$ cat config.mk
export PLATFORM = sky130hd
export DESIGN_NAME = clock_set_ctrl_flat
export DESIGN_NICKNAME = d
export VERILOG_FILES = /design/src/rtl/clock_set_ctrl_if.sv /design/src/rtl/clock_set_ctrl.sv /design/src/flat_wrapper.sv
export SDC_FILE = /design/constraint.sdc
export NUM_CORES = 1
export LEC_CHECK = 0
export CORE_MARGIN = 3
export CORE_UTILIZATION = 50
export CTS_CLUSTER_DIAMETER = 200
export DETAILED_ROUTE_END_ITERATION = 7
export PLACE_DENSITY = 0.8
export SYNTH_ARGS = -nofsm -noshare
export SYNTH_HDL_FRONTEND = slang
export SYNTH_HIERARCHICAL = 1
export SYNTH_SLANG_ARGS = --single-unit
$ cat constraint.sdc
create_clock -name CLK -period 2.2 [get_ports CLK]
set_input_delay 0.22 -clock CLK [delete_from_list [all_inputs] [get_ports CLK]]
set_output_delay 0.22 -clock CLK [all_outputs]
set_load 0.005 [all_outputs]
$ cat src/rtl/clock_set_ctrl_if.sv
// Button, strobe and counter-control signals between the time-setting
// controller (master) and its surroundings: prescaler, buttons and the
// hour/minute/second counter chain (slave).
interface clock_set_ctrl_if;
  logic       SMP_EN;
  logic       EN1HZ;
  logic       BTN_MODE;
  logic       BTN_UP;
  logic       SEC_EN;
  logic       SEC_CLR;
  logic       HOUR_INC;
  logic       MIN_INC;
  logic       BLANK_H;
  logic       BLANK_M;
  logic [1:0] MODE;

  modport master (
    input  SMP_EN, EN1HZ, BTN_MODE, BTN_UP,
    output SEC_EN, SEC_CLR, HOUR_INC, MIN_INC, BLANK_H, BLANK_M, MODE
  );

  modport slave (
    output SMP_EN, EN1HZ, BTN_MODE, BTN_UP,
    input  SEC_EN, SEC_CLR, HOUR_INC, MIN_INC, BLANK_H, BLANK_M, MODE
  );
endinterface

$ cat src/rtl/clock_set_ctrl.sv
// Time-setting controller: debounces MODE/UP, runs the RUN/SET_HOUR/SET_MIN
// FSM, freezes seconds while setting, issues hour/minute increment pulses
// with hold auto-repeat, and blinks the digit being set.

// Per-button synchroniser + debouncer; level moves only after DEB_N
// consecutive differing samples.
module clock_set_deb #(
  parameter int DEB_N = 20
) (
  input  logic CLK,
  input  logic RST,
  input  logic smp_en,
  input  logic raw,
  output logic level
);
  localparam int CW = $clog2(DEB_N + 1);

  logic [1:0]    sync;
  logic [CW-1:0] cnt;

  // Two-flop synchroniser, then a run-length counter on sample strobes
  always_ff @(posedge CLK) begin
    if (!RST) begin
      sync  <= '0;
      cnt   <= '0;
      level <= 1'b0;
    end else begin
      sync <= {sync[0], raw};
      if (smp_en) begin
        if (sync[1] == level) begin
          cnt <= '0;
        end else if (cnt == CW'(DEB_N - 1)) begin
          level <= sync[1];
          cnt   <= '0;
        end else begin
          cnt <= cnt + CW'(1);
        end
      end
    end
  end
endmodule

module clock_set_ctrl #(
  parameter int DEB_N      = 20,
  parameter int REP_DLY    = 500,
  parameter int REP_PER    = 100,
  parameter int BLINK_HALF = 250,
  parameter int TIMEOUT    = 30000
) (
  input logic              CLK,
  input logic              RST,
  clock_set_ctrl_if.master bus
);
  localparam int NUM_BTN = 2;  // bit 0 = MODE, bit 1 = UP
  localparam int TW = $clog2(TIMEOUT + 1);
  localparam int RW = $clog2((REP_DLY > REP_PER ? REP_DLY : REP_PER) + 1);
  localparam int BW = $clog2(BLINK_HALF + 1);

  typedef enum logic [1:0] {
    RUN      = 2'b00,
    SET_HOUR = 2'b01,
    SET_MIN  = 2'b10
  } state_t;

  logic [NUM_BTN-1:0] raw, lvl, lvl_q, press;
  state_t             state, next;
  logic [TW-1:0]      to_cnt;
  logic [RW-1:0]      rep_cnt;
  logic               rep_arm, rep_first;
  logic [BW-1:0]      bl_cnt;
  logic               phase;
  logic               sec_clr, hour_inc, min_inc;
  logic               set_st, chg, timeout, rep_fire, up_ok, inc_req;
  logic               mode_press, up_press, up_lvl;

  assign raw = {bus.BTN_UP, bus.BTN_MODE};

  for (genvar i = 0; i < NUM_BTN; i++) begin : g_deb
    clock_set_deb #(.DEB_N(DEB_N)) u_deb (
      .CLK   (CLK),
      .RST   (RST),
      .smp_en(bus.SMP_EN),
      .raw   (raw[i]),
      .level (lvl[i])
    );
  end

  // A press is high during the first cycle a debounced level reads 1
  assign press      = lvl & ~lvl_q;
  assign mode_press = press[0];
  assign up_press   = press[1];
  assign up_lvl     = lvl[1];

  // Next state, timeout and increment requests; MODE beats UP and timeout
  always_comb begin
    set_st  = (state != RUN);
    timeout = set_st && bus.SMP_EN && (to_cnt == TW'(TIMEOUT - 1));
    next    = state;
    case (state)
      RUN:      if (mode_press) next = SET_HOUR;
      SET_HOUR: if (mode_press) next = SET_MIN;
                else if (timeout) next = RUN;
      SET_MIN:  if (mode_press || timeout) next = RUN;
      default:  next = RUN;
    endcase
    chg      = (next != state);
    rep_fire = rep_arm && up_lvl && bus.SMP_EN &&
               (rep_first ? (rep_cnt == RW'(REP_PER - 1))
                          : (rep_cnt == RW'(REP_DLY - 1)));
    // No increment in a cycle that changes state, so a simultaneous press is dropped
    up_ok    = set_st && !chg && up_press;
    inc_req  = up_ok || (set_st && !chg && rep_fire);
  end

  // State register, press edge history and the registered pulse outputs
  always_ff @(posedge CLK) begin
    if (!RST) begin
      state    <= RUN;
      lvl_q    <= '0;
      sec_clr  <= 1'b0;
      hour_inc <= 1'b0;
      min_inc  <= 1'b0;
    end else begin
      state    <= next;
      lvl_q    <= lvl;
      sec_clr  <= set_st && (next == RUN);
      hour_inc <= inc_req && (state == SET_HOUR);
      min_inc  <= inc_req && (state == SET_MIN);
    end
  end

  // Inactivity timer in set states; any press or state change restarts it
  always_ff @(posedge CLK) begin
    if (!RST)                                to_cnt <= '0;
    else if (!set_st || chg || (|press))     to_cnt <= '0;
    else if (bus.SMP_EN)                     to_cnt <= to_cnt + TW'(1);
  end

  // Auto-repeat: armed only by an accepted UP press, dropped on release or mode change
  always_ff @(posedge CLK) begin
    if (!RST || !set_st || chg || !up_lvl) begin
      rep_arm   <= 1'b0;
      rep_first <= 1'b0;
      rep_cnt   <= '0;
    end else if (up_ok) begin
      rep_arm   <= 1'b1;
      rep_first <= 1'b0;
      rep_cnt   <= '0;
    end else if (rep_arm && bus.SMP_EN) begin
      if (rep_fire) begin
        rep_cnt   <= '0;
        rep_first <= 1'b1;
      end else begin
        rep_cnt <= rep_cnt + RW'(1);
      end
    end
  end

  // Blink phase; restarts visible on entry and after every increment
  always_ff @(posedge CLK) begin
    if (!RST || !set_st || chg || inc_req) begin
      phase  <= 1'b0;
      bl_cnt <= '0;
    end else if (bus.SMP_EN) begin
      if (bl_cnt == BW'(BLINK_HALF - 1)) begin
        phase  <= ~phase;
        bl_cnt <= '0;
      end else begin
        bl_cnt <= bl_cnt + BW'(1);
      end
    end
  end

  assign bus.SEC_EN   = bus.EN1HZ && (state == RUN) && !sec_clr;
  assign bus.SEC_CLR  = sec_clr;
  assign bus.HOUR_INC = hour_inc;
  assign bus.MIN_INC  = min_inc;
  assign bus.BLANK_H  = (state == SET_HOUR) && phase;
  assign bus.BLANK_M  = (state == SET_MIN) && phase;
  assign bus.MODE     = state;
endmodule

$ cat src/flat_wrapper.sv
// flat-port wrapper written by rule: the top's interface ports become plain ports
module clock_set_ctrl_flat 
#(
  parameter int DEB_N      = 20,
  parameter int REP_DLY    = 500,
  parameter int REP_PER    = 100,
  parameter int BLINK_HALF = 250,
  parameter int TIMEOUT    = 30000
)
  (CLK, RST, bus_SMP_EN, bus_EN1HZ, bus_BTN_MODE, bus_BTN_UP, bus_SEC_EN, bus_SEC_CLR, bus_HOUR_INC, bus_MIN_INC, bus_BLANK_H, bus_BLANK_M, bus_MODE);
  clock_set_ctrl_if bus_i ();
  input logic CLK;
  input logic RST;
  input wire logic [$bits(bus_i.SMP_EN)-1:0] bus_SMP_EN;
  input wire logic [$bits(bus_i.EN1HZ)-1:0] bus_EN1HZ;
  input wire logic [$bits(bus_i.BTN_MODE)-1:0] bus_BTN_MODE;
  input wire logic [$bits(bus_i.BTN_UP)-1:0] bus_BTN_UP;
  output wire logic [$bits(bus_i.SEC_EN)-1:0] bus_SEC_EN;
  output wire logic [$bits(bus_i.SEC_CLR)-1:0] bus_SEC_CLR;
  output wire logic [$bits(bus_i.HOUR_INC)-1:0] bus_HOUR_INC;
  output wire logic [$bits(bus_i.MIN_INC)-1:0] bus_MIN_INC;
  output wire logic [$bits(bus_i.BLANK_H)-1:0] bus_BLANK_H;
  output wire logic [$bits(bus_i.BLANK_M)-1:0] bus_BLANK_M;
  output wire logic [$bits(bus_i.MODE)-1:0] bus_MODE;
  assign bus_i.SMP_EN = bus_SMP_EN;
  assign bus_i.EN1HZ = bus_EN1HZ;
  assign bus_i.BTN_MODE = bus_BTN_MODE;
  assign bus_i.BTN_UP = bus_BTN_UP;
  assign bus_SEC_EN = bus_i.SEC_EN;
  assign bus_SEC_CLR = bus_i.SEC_CLR;
  assign bus_HOUR_INC = bus_i.HOUR_INC;
  assign bus_MIN_INC = bus_i.MIN_INC;
  assign bus_BLANK_H = bus_i.BLANK_H;
  assign bus_BLANK_M = bus_i.BLANK_M;
  assign bus_MODE = bus_i.MODE;
  clock_set_ctrl #(.DEB_N(DEB_N), .REP_DLY(REP_DLY), .REP_PER(REP_PER), .BLINK_HALF(BLINK_HALF), .TIMEOUT(TIMEOUT)) u_core (.CLK(CLK), .RST(RST), .bus(bus_i));
endmodule
# Yosys cells after proc, flatten, opt, wreduce, memory -nomap -nowiden
# Index checks and enable logic that the tools add are counted.
[word_totals]
wordCells = 90
reg_bits = 58
out_inout_bits = 8
inputBits = 6
[classes]
add_sub_neg = 5
n_reduce_logical = 39
n_eq_ne = 11
n_mux = 12
bitwise = 6
[ops]
columns = ["op", "n"]
rows = [
  ["$mux 5", 4],
  ["$logic_and 1x1->1", 16],
  ["$add 15x1->15 const B", 1],
  ["$eq 15x15->1 const B", 1],
  ["$add 5x1->5 const B", 2],
  ["$eq 5x5->1 const B", 2],
  ["$add 9x1->9 const B", 1],
  ["$eq 9x7->1 const B", 1],
  ["$eq 9x9->1 const B", 1],
  ["$mux 9", 1],
  ["$add 8x1->8 const B", 1],
  ["$eq 8x8->1 const B", 1],
  ["$logic_or 1x1->1", 8],
  ["$mux 2", 4],
  ["$mux 8", 1],
  ["$pmux 2 s3", 1],
  ["$reduce_and 3->1", 2],
  ["$reduce_or 2->1", 3],
  ["$logic_not 1->1", 5],
  ["$logic_not 2->1", 2],
  ["$not 1->1", 4],
  ["$reduce_and 2->1", 2],
  ["$and 2x2->2", 1],
  ["$eq 1x1->1", 2],
  ["6 further kinds", 6],
]

# Logic depth before layout (Yosys ltp)
[depth]
word_depth = 12
mapped_depth = 7
mapped_depth_nobuf = 6

# Hierarchy
# Netlist, hierarchy kept.
[modules_own_cells]
columns = ["module", "cells_per_inst", "seq_area_each_um2", "n_inst", "area_per_inst_um2"]
rows = [
  ["clock_set_ctrl", 230, 840.8, 1, 2023.2],
  ["clock_set_deb", 40, 160.2, 2, 362.8],
]

# Least setup slack after synthesis
# Ideal clock, no wire load.
[synth_path]
path_type = "flip-flop to flip-flop"
startpoint = "reg u_core.state[1] (netlist: u_core/bus.MODE[1])"
endpoint = "reg u_core.bl_cnt[1]"
path_buffers = 3
path_stages_with_launch = 8
required_time_ns = 2.079
period_less_slack_ns = 1.612
setup_time_ns = 0.121
setup_slack_ns = 0.588
arrival_time_ns = 1.492
cell_sequence = "dfxtp_1 -> buf_4 -> nor2_1 -> or4_1 -> buf_2 -> o21ai_4 -> buf_6 -> nor3_1"
[synth_via]
elab_chain_len = 12
elab_cells_between_ends = 22
classes_between = "3 x eq/ne; 5 x mux; 14 x reduce/logical"
[synth_lines]
columns = ["element", "line_no", "source"]
rows = [
  ["start: declaration", "clock_set_ctrl.sv:66", "state_t state, next;"],
  ["start signal: assignment", "clock_set_ctrl.sv:124", "state <= next;"],
  ["$reduce_bool 2->1", "clock_set_ctrl.sv:96", "set_st = (state != RUN);"],
  ["$logic_and 1x1->1 (2 in a row)", "clock_set_ctrl.sv:97", "timeout = set_st && bus.SMP_EN && (to_cnt == TW'(TIMEOUT - 1));"],
  ["$mux 2 or $logic_or 1x1->1 (tied branches)", "clock_set_ctrl.sv:102, clock_set_ctrl.sv:103", ""],
  ["$mux 2, on equally long branches", "clock_set_ctrl.sv:101, clock_set_ctrl.sv:103", ""],
  ["$pmux 2 s3", "clock_set_ctrl.sv:99", "case (state)"],
  ["$ne 2x2->1", "clock_set_ctrl.sv:106", "chg = (next != state);"],
  ["$logic_not 1->1", "clock_set_ctrl.sv:111, clock_set_ctrl.sv:112", ""],
  ["$logic_and 1x1->1", "clock_set_ctrl.sv:111, clock_set_ctrl.sv:112", ""],
  ["$logic_and 1x1->1, on equally long branches", "clock_set_ctrl.sv:111, clock_set_ctrl.sv:112", ""],
  ["$logic_or 1x1->1", "clock_set_ctrl.sv:112", "inc_req = up_ok || (set_st && !chg && rep_fire);"],
  ["$logic_or 1x1->1 (*)", "clock_set_ctrl.sv:161", "if (!RST || !set_st || chg || inc_req) begin"],
  ["end signal: assignment", "clock_set_ctrl.sv:169", "bl_cnt <= bl_cnt + BW'(1);"],
  ["end: declaration", "clock_set_ctrl.sv:70", "logic [BW-1:0] bl_cnt;"],
]
# Every way passes the cells marked *; elsewhere a longest branch is shown, timed or not.
# A chain may end at the register's enable or synchronous reset.

# Final worst setup path
[layout_path]
startpoint = "reg u_core.state[1] (netlist: u_core/bus.MODE[1])"
endpoint = "out bus_BLANK_M"
[layout_via]
elab_chain_len = 2
[layout_lines]
columns = ["element", "line_no", "source"]
rows = [
  ["$eq 2x2->1", "clock_set_ctrl.sv:179", "assign bus.BLANK_M = (state == SET_MIN) && phase;"],
  ["$logic_and 1x1->1", "clock_set_ctrl.sv:179", ""],
  ["end: declaration", "flat_wrapper.sv:23", "output wire logic [$bits(bus_i.BLANK_M)-1:0] bus_BLANK_M;"],
]
# No other way between the ends.

==> tab_implementation.tex <==
\begin{tabular}{lr}
\hline
Metric & Value \\
\hline
\multicolumn{2}{l}{\textbf{Outcome}} \\
\quad Run status & completed \\
\multicolumn{2}{l}{\textbf{Floorplanning}} \\
\quad Std-Cell Rows & 26 \\
\quad Total core area & $\sim$5200 µm² \\
\quad Full die area & 6423 µm² \\
\quad Horizontal extent of the die & between 80 and 90 µm \\
\quad Count of pins on the block boundary & 14 \\
\quad Die Height & $\sim$80 µm \\
\quad Initial cell density of the core & 0.5281 \\
\multicolumn{2}{l}{\textbf{Power}} \\
\quad Leakage power of the design & 1.007 nW \\
\quad Power density of the placed cells & $\sim$640 nW/µm² \\
\quad Peak ir drop on the vdd network & between 300 and 400 µV \\
\multicolumn{2}{l}{\textbf{Clocking}} \\
\quad Maximum level of the CTS H-tree & 3 \\
\quad Clock transition at the registers of the reported paths & $\sim$60 ps \\
\quad Root buffer cell & clkbuf\_8 \\
\quad Max clock buf depth & 2 \\
\quad Count of clock tree sinks & 58 \\
\quad Clk Latency, worst-skew pair & 340 ps \\
\quad Cts-stage hold buffer count & 0 \\
\quad Clock tree from TritonCTS & yes \\
\quad Number of buffers created by CTS & 9 \\
\multicolumn{2}{l}{\textbf{Layout}} \\
\quad Multi-input combinational cell area & around 1500 µm² \\
\quad Share of post-route cells with drive strength above 1 & 0.07784 \\
\quad Share of the core filled with cells in the final layout & 0.6022 \\
\quad Layout overhead on the synthesized area & 14.02\% \\
\quad Register cell area after layout & 1161 µm² \\
\quad Non-filler instance count after layout & approximately 400 \\
\quad Antenna Cells & 0 \\
\quad Most frequent standard cell in the layout excluding fill and tap cells & dfxtp\_1 \\
\quad Post-route cell area & 3134 µm² \\
\quad Most frequent cells in the layout & dfxtp\_1 (58), nand2\_1 (31), nor2\_1 (28) \\
\quad Number of fill cells & $\sim$470 \\
\quad Net count, final & around 340 \\
\multicolumn{2}{l}{\textbf{Synth}} \\
\quad Count of warnings emitted by yosys & 6 \\
\quad Post-synth EDFFs & 0 \\
\quad Synth Net Count & $\sim$320 \\
\quad Async SR Flop Fraction & 0 \\
\quad Area share of fa/ha/maj cells after synthesis & 0.02731 \\
\quad Mean instance size in the synthesized netlist & 8.867 µm² \\
\quad Top\_reg\_cell synth & dfxtp\_1 \\
\quad Share of cell area taken by muxes after synthesis & 0.003641 \\
\quad Post-synthesis sequential area ratio & 0.4224 \\
\quad Top-area cell type share of the netlist area & 0.4224 \\
\quad Main area contributors after synthesis & dfxtp\_1 (42\%), xor2\_1 (5.4\%), xnor2\_1 (4.8\%), nand2\_1 (4.2\%), nand4\_1 (3.9\%) \\
\quad Combinational family with the most area after synthesis & simple AND/OR/NAND/NOR gates \\
\quad Simple logic cell fraction of the synthesized area & 0.3059 \\
\quad Area fraction in compound gates after synthesis & 0.1033 \\
\quad Cell taking the most area after synthesis & dfxtp\_1 \\
\quad Synth cell types & 47 \\
\quad Post-Synthesis Cell Area & 2749 µm² \\
\quad \#FFs+latches synth & 58 \\
\quad Xor and xnor area share after synthesis & 0.1020 \\
\quad Number of standard cells after synthesis & 310 \\
\multicolumn{2}{l}{\textbf{Detailed routing}} \\
\quad Via/cell ratio & about 5.6 \\
\quad Detailed-route wire length per cell & $\sim$13 µm \\
\quad Antenna Nets Post-Route & 0 \\
\quad Aggregate routed wire length & around 5300 µm \\
\quad Metal1 wirelength & between 2000 and 3000 µm \\
\quad Iteration-0 DRC count of the detailed router & roughly 130 \\
\quad Detailed-route via count & between 2000 and 2500 \\
\quad First drt pass iteration count & 4 \\
\quad Post-route DRC violation count & 0 \\
\quad Met2 routed WL & 2511 µm \\
\quad Met3 routed WL & about 220 µm \\
\quad Highest metal layer with signal wires & met4 \\
\multicolumn{2}{l}{\textbf{Placement}} \\
\quad Instance area after placement & just under 3000 µm² \\
\quad DPL Wire Length & approximately 3700 µm \\
\quad Port Buf Inserts & 13 \\
\quad Final Wtd Congestion & between 0.8 and 0.9 \\
\quad Placed instance count & between 300 and 400 \\
\multicolumn{2}{l}{\textbf{Critical path}} \\
\quad Required arrival time at the worst endpoint & between 1500 and 2000 ps \\
\quad Worst setup path class & flip-flop to output port \\
\quad Largest fanout of any net on the critical path & 9 \\
\quad Kind of end point of the critical path & output port \\
\quad Data arrival time of the critical path & 1830 ps \\
\quad Path depth of the worst reg2reg path & 4 \\
\quad Crit start category & flip-flop \\
\multicolumn{2}{l}{\textbf{GRT}} \\
\quad Number of global-route vias before repair & between 2000 and 2500 \\
\quad Number of antenna violations at the first check in global routing & 0 \\
\quad Global-route wire length before repair & a little over 9000 µm \\
\quad GRT Resource Usage Total & 0.1865 \\
\quad Total grt overflow & 0 \\
\quad Largest net degree at the start of global routing & 22 \\
\multicolumn{2}{l}{\textbf{Timing}} \\
\quad Period utilisation layout & 0.9314 \\
\quad Clock period minus final worst setup slack & approximately 2000 ps \\
\quad Slew margin rel. & 0.6859 \\
\quad Pins over their slew limit & 0 \\
\quad Fmax & roughly 490 MHz \\
\quad Total negative setup slack & 0 ps \\
\quad Post-Route Skew & 6.750 ps \\
\quad Setup repair after global routing missed its margin & no \\
\quad Worst Tran Pin Value & 464.6 ps \\
\quad Setup-failing EPs final & 0 \\
\quad Number of hold violations in the final report & 0 \\
\multicolumn{2}{l}{\textbf{Min path}} \\
\quad Path type of the worst min-delay path & flip-flop to flip-flop \\
\quad Number of cells traversed by the worst hold path & 1 \\
\multicolumn{2}{l}{\textbf{Run}} \\
\quad Max-cap viol count & 0 \\
\hline
\end{tabular}
layout make-up:
type	count	area share
clock buffers	14	0.05509
flip-flops and latches	58	0.3705
well taps	70	0.02794
multi-input cells	234	0.4762
inverters	8	0.009581
repair buffers	18	0.05749
clock inverters	2	0.003194
registers in the layout (all words and copies together) (netlist names), 2 cells and up:
signal                    flops
u_core/bus.MODE               2
u_core/to_cnt                15
u_core/rep_cnt                9
u_core/bl_cnt                 8
u_core/lvl_q                  2
u_core/g_deb.u_deb/sync       4
u_core/g_deb.u_deb/level      2
u_core/g_deb.u_deb/cnt       10
routing by layer:
metal  GRT usage  up-vias
li1            -     1152
met1      0.2157     1064
met2      0.3046       36
met3     0.07287       11
met4     0.07939        0
met5           0        -
report_power, final:
part | internal (W) | total (W) | leakage, nW | switching (W)
clock network | 0.000498 | 0.000887 | 0.0965 | 0.000390
registers | 0.00105 | 0.00106 | 0.468 | 0.00000282
logic | 0.0000221 | 0.0000512 | 0.442 | 0.0000291
total | 0.00157 | 0.00200 | 1.01 | 0.000422
cells by family (layout without fill, tap and decap cells):
logic type / count (synthesis) / in the layout
DFF: 58 / 58
muxes: 1 / 1
AOI/OAI and AO/OA: 41 / 41
and+or+nand+nor: 154 / 154
adders and majority gates: 6 / 6
buffers and inverters: 18 / 42
xor gates and xnor gates: 32 / 32
what timing repair did:
action,4_1_cts,5_1_grt
buffers inserted,0,0
setup endpoints to repair,0,1
gates resized for setup,0,1
final timing paths:
kind	end	startpoint	slack, ps
worst max-delay path	bus_BLANK_M	u_core/bus.MODE[1]	150
worst min-delay path	u_core/g_deb[0].u_deb/sync[1]	u_core/g_deb[0].u_deb/sync[0]	430
worst max register to register	u_core/rep_cnt[2]	u_core/bus.MODE[1]	310
worst min register to register	u_core/g_deb[0].u_deb/sync[1]	u_core/g_deb[0].u_deb/sync[0]	430
stage by stage:
stage,hold slack [ps],total power (W),setup WS [ps]
global route,451.7,0.002079,72.55
CTS,437.4,0.002021,52.10
finish,432.5,0.001996,151.0
global placement,425.7,0.001130,268.9
detailed placement,421.4,0.001131,199.8
floorplan,341.7,0.001106,587.9
critical path, stage by stage, from the launching register on:
cell,delay (ps)
dfxtp_1,530
nor2b_2,320
and2_1,150
clkdlybuf4s50_1,490
synthesized netlist by cell type, types with 4 or more instances:
cell type	instances
a21oi_1	13
and2_1	10
and4_1	4
dfxtp_1	58
ha_1	6
inv_1	8
nand2_1	31
nand2b_1	5
nand3_1	17
nand4_1	17
nor2_1	28
nor3_1	13
nor4_1	5
o211ai_1	4
o21ai_0	7
or4_1	5
xnor2_1	15
xor2_1	17
Power figures use the tool's default switching activity.
